File: config.mk
export PLATFORM = sky130hd
export DESIGN_NAME = udp_rx_parser
export DESIGN_NICKNAME = d
export VERILOG_FILES = /design/src/rtl/udp_rx_parser.sv
export SDC_FILE = /design/constraint.sdc
export NUM_CORES = 1
export LEC_CHECK = 0
export BUFFER_PORTS_ARGS = -buffer_cell sky130_fd_sc_hd__buf_2
export CAP_MARGIN = 20
export CORE_UTILIZATION = 40
export CTS_BUF_LIST = sky130_fd_sc_hd__clkbuf_4
export CTS_CLUSTER_DIAMETER = 200
export DETAILED_ROUTE_END_ITERATION = 7
export GPL_TIMING_DRIVEN = 0
export SLEW_MARGIN = 20
export SYNTH_ARGS = -nofsm -noshare
export SYNTH_HDL_FRONTEND = slang
export SYNTH_SLANG_ARGS = --single-unit
File: constraint.sdc
create_clock -name gmii_rx_clk -period 6.3 [get_ports gmii_rx_clk]
set_clock_uncertainty 0.15 [all_clocks]
set_input_delay 0.315 -clock gmii_rx_clk [delete_from_list [all_inputs] [get_ports gmii_rx_clk]]
set_output_delay 0.315 -clock gmii_rx_clk [all_outputs]
set_load 0.1 [all_outputs]
File: src/rtl/udp_rx_parser.sv
// GMII receive parser: filters Ethernet/IPv4/UDP headers, streams UDP payload, checks FCS per frame.
// Payload byte appears one cycle after it arrives; no backpressure, the consumer takes every valid cycle.
module udp_rx_parser #(
    parameter logic [47:0] LOCAL_MAC  = 48'h000a3501fec0,
    parameter logic [31:0] LOCAL_IP   = 32'hc0a80002,
    parameter logic [15:0] LOCAL_PORT = 16'd8080
) (
    input  logic        gmii_rx_clk,
    input  logic        reset,
    input  logic        gmii_rx_dv,
    input  logic [7:0]  gmii_rxd,
    output logic [7:0]  data_from_eth,
    output logic        valid_from_eth,
    output logic [9:0]  counter_from_eth,
    output logic        frame_done,
    output logic        frame_ok,
    output logic [15:0] drop_cnt
);
    localparam logic [31:0] CRC_RESIDUE = 32'hdebb20e3;

    typedef enum logic [3:0] {
        IDLE, PREAMBLE, ETH_HDR, IP_HDR, UDP_HDR, PAYLOAD, PAD_FCS, DROP, DONE
    } state_t;

    state_t      state, state_nxt;
    logic [4:0]  hdr_cnt;
    logic [2:0]  pre_cnt;
    logic [9:0]  pay_cnt;
    logic [2:0]  post_cnt;
    logic [15:0] udp_len;
    logic [31:0] crc;
    logic        fld_ok, mac_loc, mac_bc;
    logic        byte_ok;
    logic [7:0]  mac_exp;
    logic        in_frame, sfd_seen, len_ok, pay_end;

    function automatic logic [31:0] crc_step(input logic [31:0] c, input logic [7:0] d);
        logic [31:0] r;
        r = c;
        for (int i = 0; i < 8; i++) begin
            if (r[0] ^ d[i]) r = (r >> 1) ^ 32'hedb88320;
            else             r = r >> 1;
        end
        return r;
    endfunction

    assign in_frame = state inside {ETH_HDR, IP_HDR, UDP_HDR, PAYLOAD, PAD_FCS};
    assign sfd_seen = (state == PREAMBLE) && (state_nxt == ETH_HDR);
    assign len_ok   = (udp_len >= 16'd8) && (udp_len <= 16'd1032);
    assign pay_end  = ({6'd0, pay_cnt} == (udp_len - 16'd9));

    always_comb begin
        mac_exp = 8'h00;
        case (hdr_cnt)
            5'd0:    mac_exp = LOCAL_MAC[47:40];
            5'd1:    mac_exp = LOCAL_MAC[39:32];
            5'd2:    mac_exp = LOCAL_MAC[31:24];
            5'd3:    mac_exp = LOCAL_MAC[23:16];
            5'd4:    mac_exp = LOCAL_MAC[15:8];
            5'd5:    mac_exp = LOCAL_MAC[7:0];
            default: mac_exp = 8'h00;
        endcase
    end

    // Per-byte field check; fld_ok accumulates it across the current header.
    always_comb begin
        byte_ok = 1'b1;
        case (state)
            ETH_HDR: begin
                if (hdr_cnt == 5'd12) byte_ok = (gmii_rxd == 8'h08);
                if (hdr_cnt == 5'd13) byte_ok = (gmii_rxd == 8'h00);
            end
            IP_HDR: begin
                case (hdr_cnt)
                    5'd0:    byte_ok = (gmii_rxd == 8'h45);
                    5'd9:    byte_ok = (gmii_rxd == 8'h11);
                    5'd16:   byte_ok = (gmii_rxd == LOCAL_IP[31:24]);
                    5'd17:   byte_ok = (gmii_rxd == LOCAL_IP[23:16]);
                    5'd18:   byte_ok = (gmii_rxd == LOCAL_IP[15:8]);
                    5'd19:   byte_ok = (gmii_rxd == LOCAL_IP[7:0]);
                    default: byte_ok = 1'b1;
                endcase
            end
            UDP_HDR: begin
                if (hdr_cnt == 5'd2) byte_ok = (gmii_rxd == LOCAL_PORT[15:8]);
                if (hdr_cnt == 5'd3) byte_ok = (gmii_rxd == LOCAL_PORT[7:0]);
            end
            default: byte_ok = 1'b1;
        endcase
    end

    always_ff @(posedge gmii_rx_clk) begin
        if (reset) state <= IDLE;
        else       state <= state_nxt;
    end

    always_comb begin
        state_nxt = state;
        case (state)
            IDLE:
                if (gmii_rx_dv) state_nxt = (gmii_rxd == 8'h55) ? PREAMBLE : DROP;
            PREAMBLE:
                if (!gmii_rx_dv)                              state_nxt = DROP;
                else if (gmii_rxd == 8'hd5)                   state_nxt = ETH_HDR;
                else if (gmii_rxd != 8'h55 || pre_cnt == 3'd7) state_nxt = DROP;
            ETH_HDR:
                if (!gmii_rx_dv) state_nxt = DONE;
                else if (hdr_cnt == 5'd13)
                    state_nxt = (fld_ok && byte_ok && (mac_loc || mac_bc)) ? IP_HDR : DROP;
            IP_HDR:
                if (!gmii_rx_dv) state_nxt = DONE;
                else if (hdr_cnt == 5'd19)
                    state_nxt = (fld_ok && byte_ok) ? UDP_HDR : DROP;
            UDP_HDR:
                if (!gmii_rx_dv) state_nxt = DONE;
                else if (hdr_cnt == 5'd7) begin
                    if (!(fld_ok && len_ok))   state_nxt = DROP;
                    else if (udp_len == 16'd8) state_nxt = PAD_FCS;
                    else                       state_nxt = PAYLOAD;
                end
            PAYLOAD:
                if (!gmii_rx_dv)  state_nxt = DONE;
                else if (pay_end) state_nxt = PAD_FCS;
            PAD_FCS:
                if (!gmii_rx_dv) state_nxt = DONE;
            DROP:
                if (!gmii_rx_dv) state_nxt = IDLE;
            DONE:
                if (!gmii_rx_dv) state_nxt = IDLE;
            default: state_nxt = IDLE;
        endcase
    end

    always_ff @(posedge gmii_rx_clk) begin
        if (reset) begin
            hdr_cnt          <= '0;
            pre_cnt          <= '0;
            pay_cnt          <= '0;
            post_cnt         <= '0;
            udp_len          <= '0;
            crc              <= 32'hffffffff;
            fld_ok           <= 1'b0;
            mac_loc          <= 1'b0;
            mac_bc           <= 1'b0;
            data_from_eth    <= '0;
            valid_from_eth   <= 1'b0;
            counter_from_eth <= '0;
            frame_done       <= 1'b0;
            frame_ok         <= 1'b0;
            drop_cnt         <= '0;
        end else begin
            valid_from_eth <= 1'b0;
            frame_done     <= 1'b0;
            frame_ok       <= 1'b0;

            if (state_nxt != state) begin
                hdr_cnt <= '0;
                fld_ok  <= 1'b1;
            end else if (gmii_rx_dv) begin
                hdr_cnt <= hdr_cnt + 5'd1;
                fld_ok  <= fld_ok & byte_ok;
            end

            if (state == IDLE)                       pre_cnt <= 3'd1;
            else if (state == PREAMBLE && gmii_rx_dv) pre_cnt <= pre_cnt + 3'd1;

            if (sfd_seen) begin
                mac_loc <= 1'b1;
                mac_bc  <= 1'b1;
            end else if (state == ETH_HDR && gmii_rx_dv && hdr_cnt < 5'd6) begin
                mac_loc <= mac_loc & (gmii_rxd == mac_exp);
                mac_bc  <= mac_bc & (gmii_rxd == 8'hff);
            end

            // FCS bytes go through the CRC too, so a clean frame leaves the fixed residue.
            if (sfd_seen)                    crc <= 32'hffffffff;
            else if (in_frame && gmii_rx_dv) crc <= crc_step(crc, gmii_rxd);

            if (state == UDP_HDR && gmii_rx_dv) begin
                if (hdr_cnt == 5'd4) udp_len[15:8] <= gmii_rxd;
                if (hdr_cnt == 5'd5) udp_len[7:0]  <= gmii_rxd;
            end

            if (state != PAYLOAD) begin
                pay_cnt <= '0;
            end else if (gmii_rx_dv) begin
                pay_cnt          <= pay_cnt + 10'd1;
                data_from_eth    <= gmii_rxd;
                valid_from_eth   <= 1'b1;
                counter_from_eth <= pay_cnt;
            end

            if (state != PAD_FCS)                       post_cnt <= '0;
            else if (gmii_rx_dv && post_cnt != 3'd4)    post_cnt <= post_cnt + 3'd1;

            if (state_nxt == DONE && state != DONE) begin
                frame_done <= 1'b1;
                frame_ok   <= (state == PAD_FCS) && (post_cnt == 3'd4) && (crc == CRC_RESIDUE);
            end

            if (state == DROP && !gmii_rx_dv && drop_cnt != 16'hffff)
                drop_cnt <= drop_cnt + 16'd1;
        end
    end
endmodule

**After elaboration in Yosys (flattened, before gate mapping)**

Index checks and enable logic that the tools add are counted.
Widths: inputs -> output; s select.

- Flip-flop bits (word level): 113
- Input bits: 11
- Output and inout bits: 37
- Logic and storage cells: 197

- Add/sub/neg operators: 6
- Magnitude comparators: 3
- Equal/unequal tests: 47
- Muxes and demuxes: 66
- Bitwise gates (word level): 21
- Reductions and logical operators: 36

Operators by type and width:

| cell | count |
|---|---|
| $mux 32 | 29 |
| $not 13->14 | 8 |
| $mux 4 | 14 |
| $eq 8x8->1 const B | 5 |
| $pmux 8 s5 | 1 |
| $eq 32x32->1 const B | 1 |
| $pmux 4 s8 | 1 |
| $eq 5x5->1 const B | 4 |
| $add 16x1->16 const B | 1 |
| $eq 10x16->1 | 1 |
| $eq 16x4->1 const B | 1 |
| $eq 4x3->1 const B | 4 |
| $eq 8x5->1 const B | 2 |
| $eq 8x7->1 const B | 2 |
| $ge 16x4->1 const B | 1 |
| $le 16x11->1 const B | 1 |
| $logic_and 1x1->1 | 16 |
| $ne 16x16->1 const B | 1 |
| $sub 16x4->16 const B | 1 |
| $eq 5x3->1 const B | 3 |
| $eq 5x4->1 const B | 3 |
| $mux 1 | 14 |
| $reduce_or 2->1 | 7 |
| $eq 4x2->1 const B | 3 |
| other kinds (32) | 55 |

**Depth between registers and ports, before layout**

Gate-level depths: netlist (run 1).

- Depth after elaboration: 46
- Mapped depth: 12
- Gate-level depth less buffers: 10

**Least setup slack after synthesis (run 1)**

No wires, ideal clock.

- Kind: register to register
- Start point: reg hdr_cnt[0]
- End point: reg fld_ok
- Setup time: 125 ps
- Data arrival time: 2,753 ps
- Data required time: 6,025 ps
- Slack: 3,271 ps
- Stages on the path, launching flop included: 11
- Period minus slack after synthesis: 3,029 ps
- Cells stage by stage: dfxtp_1 -> ha_1 -> clkbuf_1 -> nand4bb_1 -> or4_1 -> o41a_1 -> a211oi_2 -> a2bb2oi_2 -> o21ai_1 -> a31o_4 -> o41a_1

- Cells in the longest elaborated chain, start to end: 12
- Elaborated cells on any way between the ends: 33
- Classes of those cells: eq/ne (11); mux (17); bitwise (1); reduce/logical (4)

Ends and longest elaborated chain:

| what | line | RTL |
|---|---|---|
| start: declaration | 26 | `logic [4:0] hdr_cnt;` |
| start signal: assignment | 160 | `hdr_cnt <= hdr_cnt + 5'd1;` |
| $eq 5x2->1 / $eq 5x4->1 (equally long branches) | 85, 70 |  |
| $mux 1, on equally long branches | 85, 70 |  |
| $mux 1, on equally long branches | 86, 71 |  |
| $pmux 1 s3 | 68 | `case (state)` |
| $logic_and 1x1->1 | 109, 113 |  |
| $logic_and 1x1->1 | 109 | `state_nxt = (fld_ok && byte_ok && (mac_loc \|\| mac_bc)) ? IP_HDR : DROP;` |
| $mux 3 | 109 |  |
| $mux 4 | 108 | `else if (hdr_cnt == 5'd13)` |
| $mux 4 | 107 | `if (!gmii_rx_dv) state_nxt = DONE;` |
| $pmux 4 s8 | 99 | `case (state)` |
| $ne 4x4->1 | 156 | `if (state_nxt != state) begin` |
| $mux 1 / $reduce_bool 2->1 (equally long branches) | -- |  |
| end signal: assignment | 161 | `fld_ok <= fld_ok & byte_ok;` |
| end: declaration | 32 | `logic fld_ok, mac_loc, mac_bc;` |

Parallel ways exist; a longest one is shown, timed or not. The select of a mux whose other input is x is not followed.
A chain may end at the register's enable or synchronous reset.

**Worst setup path in the final report (run 1)**

- Start point: reg hdr_cnt[1]
- End point: reg crc[31]

- Cells in the longest elaborated chain, start to end: 13
- Elaborated cells on any way between the ends: 31
- Classes of those cells: eq/ne (11); mux (15); reduce/logical (5)

Ends and longest elaborated chain:

| what | line | RTL |
|---|---|---|
| $eq 5x2->1 / $eq 5x4->1 (equally long branches) | 85, 70 |  |
| $mux 1, on equally long branches | 85, 70 |  |
| $mux 1, on equally long branches | 86, 71 |  |
| $pmux 1 s3 | 68 |  |
| $logic_and 1x1->1 | 109, 113 |  |
| $logic_and 1x1->1 | 109 |  |
| $mux 3 | 109 |  |
| $mux 4 | 108 |  |
| $mux 4 | 107 |  |
| $pmux 4 s8 * | 99 |  |
| $eq 4x2->1 * | 48 | `assign sfd_seen = (state == PREAMBLE) && (state_nxt == ETH_HDR);` |
| $logic_and 1x1->1 * | 48 |  |
| $reduce_or 2->1 (no source line) * | -- |  |
| end signal: assignment | 177 | `else if (in_frame && gmii_rx_dv) crc <= crc_step(crc, gmii_rxd);` |
| end: declaration | 31 | `logic [31:0] crc;` |

Mark *: on every way between the ends. The rest lies on a longest branch, timed or not.

==> results of run 1 <==
-- worst max-delay path by stage --
stage                     from  endpoint  slack (ps)  depth (start not counted)
global route        hdr_cnt[0]    crc[2]        2260                         11
floorplan           hdr_cnt[0]    fld_ok        3270                         10
global placement    hdr_cnt[1]   crc[31]        2560                         12
finish              hdr_cnt[1]   crc[31]        2460                         12
CTS                 hdr_cnt[0]   crc[31]        2550                         11
detailed placement  hdr_cnt[1]   crc[31]        2560                         12
-- kinds of logic after synthesis --
group                      Yosys count  synth area share [%]
AOI/OAI and AO/OA                  147                  15.8
xor gates and xnor gates           114                  15.7
adders and majority gates           12                  2.31
buffers and inverters               66                  4.06
DFF                                113                  34.8
muxes                               23                  3.62
and+or+nand+nor                    311                  23.7
-- what timing repair did --
item | in CTS | in global routing
hold buffers | 2 | 0
setup endpoints to repair | 0 | 0
endpoints found under the hold margin | 5 | 0
-- through the flow --
stage	area, um2	std cells	hold WS [ps]
6_report	7310	1082	70.0
4_1_cts	7310	1081	40.3
3_5_place_dp	6990	1047	296
2_1_floorplan	6500	786	245
5_1_grt	7310	1082	57.8
3_3_place_gp	6990	1047	291
-- cell usage in the layout (no fill, tap or decap), types with 21 or more instances in the layout --
| master | synthesis | layout |
|---|---|---|
| o211ai_1 | 33 | 33 |
| mux2i_1 | 22 | 22 |
| a21oi_1 | 42 | 42 |
| clkbuf_4 | 0 | 21 |
| clkbuf_1 | 43 | 43 |
| nor2_1 | 76 | 76 |
| nand2_1 | 111 | 111 |
| xnor2_1 | 61 | 61 |
| xor2_1 | 50 | 50 |
| dfxtp_1 | 113 | 113 |
| buf_2 | 4 | 49 |
-- registers in the layout (all words and copies together), names as in the netlist, 3 cells and up --
name,count
hdr_cnt,5
pay_cnt,10
pre_cnt,3
state,4
crc,32
data_from_eth,8
drop_cnt,16
post_cnt,3
udp_len,16
counter_from_eth,10
-- per-layer routing --
layer	global-route usage (%)	routed length, um
met5	0	0
met4	7.87	366
met3	4.87	1050
met2	33.2	7580
met1	32.0	8890
-- worst register-to-register path, cell delays in order, from the launching register on --
cell,delay [ps]
dfxtp_1,380
inv_1,100
ha_1,260
clkbuf_1,440
o22ai_1,160
a221oi_1,430
o32ai_1,190
a31oi_1,190
nand2_1,120
and2_2,240
a21oi_1,420
clkbuf_1,460
o211ai_1,170
-- report_power, final --
part / switching, mW / internal, mW / total, mW
registers: 0.115 / 0.827 / 0.943
logic: 0.884 / 0.618 / 1.50
clock network: 0.291 / 0.290 / 0.581
-- layout make-up --
type                    instances  area (um2)
multi-input cells             607        3970
clock buffers                  21         158
flip-flops and latches        113        2260
repair buffers                 47         245
fillers                      1669        8570
clock inverters                11         139
diodes                          1        2.50
well taps                     216         270
plain buffers                  49         200
inverters                      17        63.8
==> impl_metrics.env, run 1 <==
export IMPL_clkSinkCount=113
export IMPL_die_h_um=129
export IMPL_postRouteAntennaNets=0
export IMPL_row_count=46
export IMPL_hold_viol=0
export IMPL_grt_max_degree=17
export IMPL_initial_utilization_pct=40.9
export IMPL_layout_setup_ws_ps=2460
export IMPL_h_tree_depth=4
export IMPL_setup_tns_ps=0
export IMPL_path_buf_inv=3
export IMPL_first_global_vias=5408
export IMPL_grt_pass1_wl_mm=29.0
export IMPL_avgViaCountPerCell=5.40
export IMPL_wl_per_cell_um=16.5
export IMPL_yosysWarningCount=0
export IMPL_max_freq_ghz=0.260
export IMPL_grt_total_usage_pct=22.5
export IMPL_clk_pin_slew_ps=110
export IMPL_ys_flop_type="dfxtp_1"
export IMPL_die_area_um2=16800
export IMPL_synth_area_um2=6500
export IMPL_ys_top_cells_by_area="dfxtp_1, xnor2_1, xor2_1"
export IMPL_crit_family="compound AO/OA/AOI/OAI gates"
export IMPL_post_cts_resize_count=0
export IMPL_rsz0062_at_grt="false"
export IMPL_regToRegEndpoint="crc[31]"
export IMPL_post_cts_buffers=0
export IMPL_power_leakage_nw=2.83
export IMPL_ff2ff_path_depth=12
export IMPL_critPathLaunchType="flip-flop"
export IMPL_cts_root_buf="clkbuf_4"
export IMPL_worst_pin_slew_ps=916
export IMPL_yosys_area_top_type_share_pct=34.8
export IMPL_synth_top_area_cell="dfxtp_1"
export IMPL_setup_viol=0
export IMPL_drt_total_wl_mm=17.9
export IMPL_r2r_slack_ps=2460
export IMPL_fin_nets=875
export IMPL_overflow=0
export IMPL_fin_crit_sh_pct=61.0
export IMPL_dpl_hpwl_mm=12.9
export IMPL_area_growth_synth_to_final_pct=12.5
export IMPL_pre_cts_ws_ps=2560
export IMPL_path_cells="inv_1, ha_1, clkbuf_1, o22ai_1, a221oi_1, o32ai_1, a31oi_1, nand2_1, and2_2, a21oi_1, clkbuf_1, o211ai_1"
export IMPL_worstSkewPairLatency_ps=560
export IMPL_slew_headroom_pct=38.5
export IMPL_synth_common_cells="dfxtp_1, nand2_1, nor2_1"
export IMPL_status="finished clean"
export IMPL_yosysMostFrequentCell="dfxtp_1"
export IMPL_vdd_drop_max_uv=236
export IMPL_slowest_stage="clkbuf_1"
export IMPL_synth_nets=809
export IMPL_layout_min_cycle_time_ps=3840
export IMPL_path_max_fanout=10
export IMPL_syn_instance_count=786
export IMPL_port_buffers=45
export IMPL_cp_end_kind="flip-flop"
export IMPL_cts_tree="done"
export IMPL_r2r_start="hdr_cnt[1]"
export IMPL_critPathMostFrequentCell="clkbuf_1"
export IMPL_p_per_area_nw_per_um2=414
export IMPL_coreArea_um2=15900
export IMPL_async_flop_share_pct=0
export IMPL_drive_gt1_share_pct=11.8
export IMPL_min_path_type="input port to flip-flop"
export IMPL_crit_path_max_incr_delay_ps=460
export IMPL_hold_end="udp_len[3]"
export IMPL_drt_iter0_markers=461
export IMPL_vias=5842
export IMPL_critPathKind="flip-flop to flip-flop"
export IMPL_syn_mean_instance_area_um2=8.27
export IMPL_cp_data_required_time_ps=6560
export IMPL_cap_violations=0
export IMPL_cp_data_arrival_time_ps=4100
export IMPL_synthDistinctLibCells=71
export IMPL_numCtsBuffers=17
export IMPL_first_pass_iters=7
export IMPL_gp_congestion=0.876
export IMPL_io_pins=48
export IMPL_hp_start="gmii_rxd[3]"
export IMPL_ys_seq_area_share_pct=34.8
export IMPL_ys_seq_elements=113
export IMPL_antenna_found_initial=1
export IMPL_drc=0
export IMPL_die_w_um=129
export IMPL_drv_slew=0
export IMPL_fin_total_pwr_mw=3.03
export IMPL_final_util_pct=46.0
export IMPL_holdPathStages=5
export IMPL_clock_path_buffers=2
export IMPL_synth_edf_count=0
Note: power is estimated with default switching activity, not from simulation.
==> run 2, diff against run 1 <==
==> constraint.sdc (replaced) <==
create_clock -name gmii_rx_clk -period 3.73 [get_ports gmii_rx_clk]
set_clock_uncertainty 0.15 [all_clocks]
set_input_delay 0.1865 -clock gmii_rx_clk [delete_from_list [all_inputs] [get_ports gmii_rx_clk]]
set_output_delay 0.1865 -clock gmii_rx_clk [all_outputs]
set_load 0.1 [all_outputs]
==> run 2 against run 1 <==
Count of clock-buffer cells in the layout unchanged. Total power rose by 69%. Sequential share of layout area down 0.11 points. Sequential cell count is the same. Hold slack gained 68 ps. Critical path type unchanged. Global-route usage barely moved. Critical path depth shrank 2. Sequential power is 69% higher. Fmax rose by 8.2%. Non-clock buffer count is 2 higher.
==> impl_metrics.env, run 2 (synthesis gave the netlist of run 1 again) <==
export IMPL_status="finished clean"
export IMPL_initial_utilization_pct=40.9
export IMPL_cap_violations=0
export IMPL_final_util_pct=46.2
export IMPL_clock_path_buffers=2
export IMPL_setup_viol=0
export IMPL_avgViaCountPerCell=5.39
export IMPL_regMostFlops="crc"
export IMPL_fin_nets=877
export IMPL_critPathLaunchType="flip-flop"
export IMPL_mostFrequentLayoutCells="dfxtp_1, nand2_1, nor2_1, xnor2_1, xor2_1"
export IMPL_clock_power_share_pct=19.2
export IMPL_top_regs="crc (32), drop_cnt (16), udp_len (16)"
export IMPL_clk_pin_slew_ps=110
export IMPL_antenna_found_initial=1
export IMPL_final_common_cell="dfxtp_1"
export IMPL_vdd_drop_max_uv=393
export IMPL_seq_area_um2=2260
export IMPL_crit_path_max_incr_delay_ps=570
export IMPL_layout_min_cycle_time_ps=3550
export IMPL_max_freq_ghz=0.281
export IMPL_largest_reg_flops=32
export IMPL_postRouteAntennaNets=0
export IMPL_slowest_stage="or4_1"
export IMPL_overflow=0
export IMPL_numCtsBuffers=17
export IMPL_vias=5840
export IMPL_critPathKind="flip-flop to flip-flop"
export IMPL_dpl_hpwl_mm=12.9
export IMPL_drt_iter0_markers=461
export IMPL_die_area_um2=16800
export IMPL_intPower_mw=2.93
export IMPL_clkSinkCount=113
export IMPL_grt_max_degree=17
export IMPL_worstSkewPairLatency_ps=550
export IMPL_grt_total_usage_pct=22.5
export IMPL_drt_total_wl_mm=17.8
export IMPL_cp_data_required_time_ps=4050
export IMPL_drv_slew=0
export IMPL_die_h_um=129
export IMPL_io_pins=48
export IMPL_row_count=46
export IMPL_cts_tree="done"
export IMPL_slew_headroom_pct=38.9
export IMPL_cp_end_kind="flip-flop"
export IMPL_first_pass_iters=7
export IMPL_min_path_type="input port to flip-flop"
export IMPL_drc=0
export IMPL_area_growth_synth_to_final_pct=12.9
export IMPL_die_w_um=129
export IMPL_fin_crit_sh_pct=95.3
export IMPL_switching_power_mw=2.17
export IMPL_switching_share_pct=42.5
export IMPL_cts_root_buf="clkbuf_4"
export IMPL_port_buffers=45
export IMPL_rsz0062_at_grt="false"
export IMPL_path_buf_inv=2
export IMPL_worst_pin_slew_ps=911
export IMPL_drive_gt1_share_pct=12.2
export IMPL_multiInputGateArea_um2=3970
export IMPL_coreArea_um2=15900
export IMPL_h_tree_depth=4
export IMPL_crit_family="simple AND/OR/NAND/NOR gates"
export IMPL_grt_pass1_wl_mm=29.0
export IMPL_path_max_fanout=10
export IMPL_p_comb_share_pct=49.6
export IMPL_hold_viol=0
export IMPL_power_leakage_nw=2.85
export IMPL_wl_per_cell_um=16.4
export IMPL_p_seq_share_pct=31.2
export IMPL_fillers=1666
export IMPL_path_cells="ha_1, clkbuf_1, nand4bb_1, or4_1, o41a_1, a211oi_2, and2_2, a21oi_1, clkbuf_2, o211ai_1"
export IMPL_first_global_vias=5414
export IMPL_cp_data_arrival_time_ps=3870
export IMPL_p_per_area_nw_per_um2=695
export IMPL_gp_congestion=0.876
export IMPL_post_cts_buffers=0
export IMPL_fin_total_pwr_mw=5.10
## run 2: worst paths after layout
check,startpoint,to,slack [ps],cells past startpoint
worst max-delay path,hdr_cnt[1],crc[31],180,10
worst min-delay path,gmii_rxd[2],data_from_eth[2],140,4
worst max register to register,hdr_cnt[1],crc[31],180,10
worst min register to register,counter_from_eth[9],counter_from_eth[9],310,2
## run 2: metrics by stage
stage,TNS (ps),hold slack (ps),instance area (um2),setup slack (ps),std cells
floorplan,0,117,6500,701,786
CTS,0,91.7,7330,133,1083
global route,0,129,7340,12.6,1084
global placement,-18.3,291,6990,-11.0,1047
finish,0,138,7340,176,1084
detailed placement,-9.42,296,6990,-9.42,1047
## run 2: area by class of cell
type	instances	area share (%)
Antenna cell	1	0.0341
Sequential cell	113	30.8
Multi-Input combinational cell	607	54.1
Clock buffer	21	2.15
Tap cell	216	3.68
Clock inverter	11	1.89
Inverter	17	0.870
Timing Repair Buffer	49	3.61
Buffer	49	2.80
## run 2: power groups by stage
stage          logic (mW)  clock network (mW)  registers (mW)
2_1_floorplan        1.95                   0            1.61
3_3_place_gp         2.49                   0            1.61
3_5_place_dp         2.48                   0            1.61
4_1_cts              2.50                1.01            1.58
5_1_grt              2.76                1.07            1.61
6_report             2.53               0.979            1.59
## run 2: metal layers
layer / vias to the layer above / wire, um / GRT usage, %
li1: 2904 / - / -
met1: 2731 / 8950 / 32.1
met2: 182 / 7550 / 33.2
met3: 23 / 942 / 4.87
met4: 0 / 362 / 7.87
met5: - / 0 / 0
## run 2: tightest hold or removal path: stages
cell and delay (ps):
buf_2 110, clkbuf_1 290, nand2_1 140, a21oi_1 60
## run 2: repair_timing
item	4_1_cts	5_1_grt
endpoints found under the hold margin	14	0
endpoints found under the setup margin	9	30
hold buffers	4	0
resized for setup	3	2
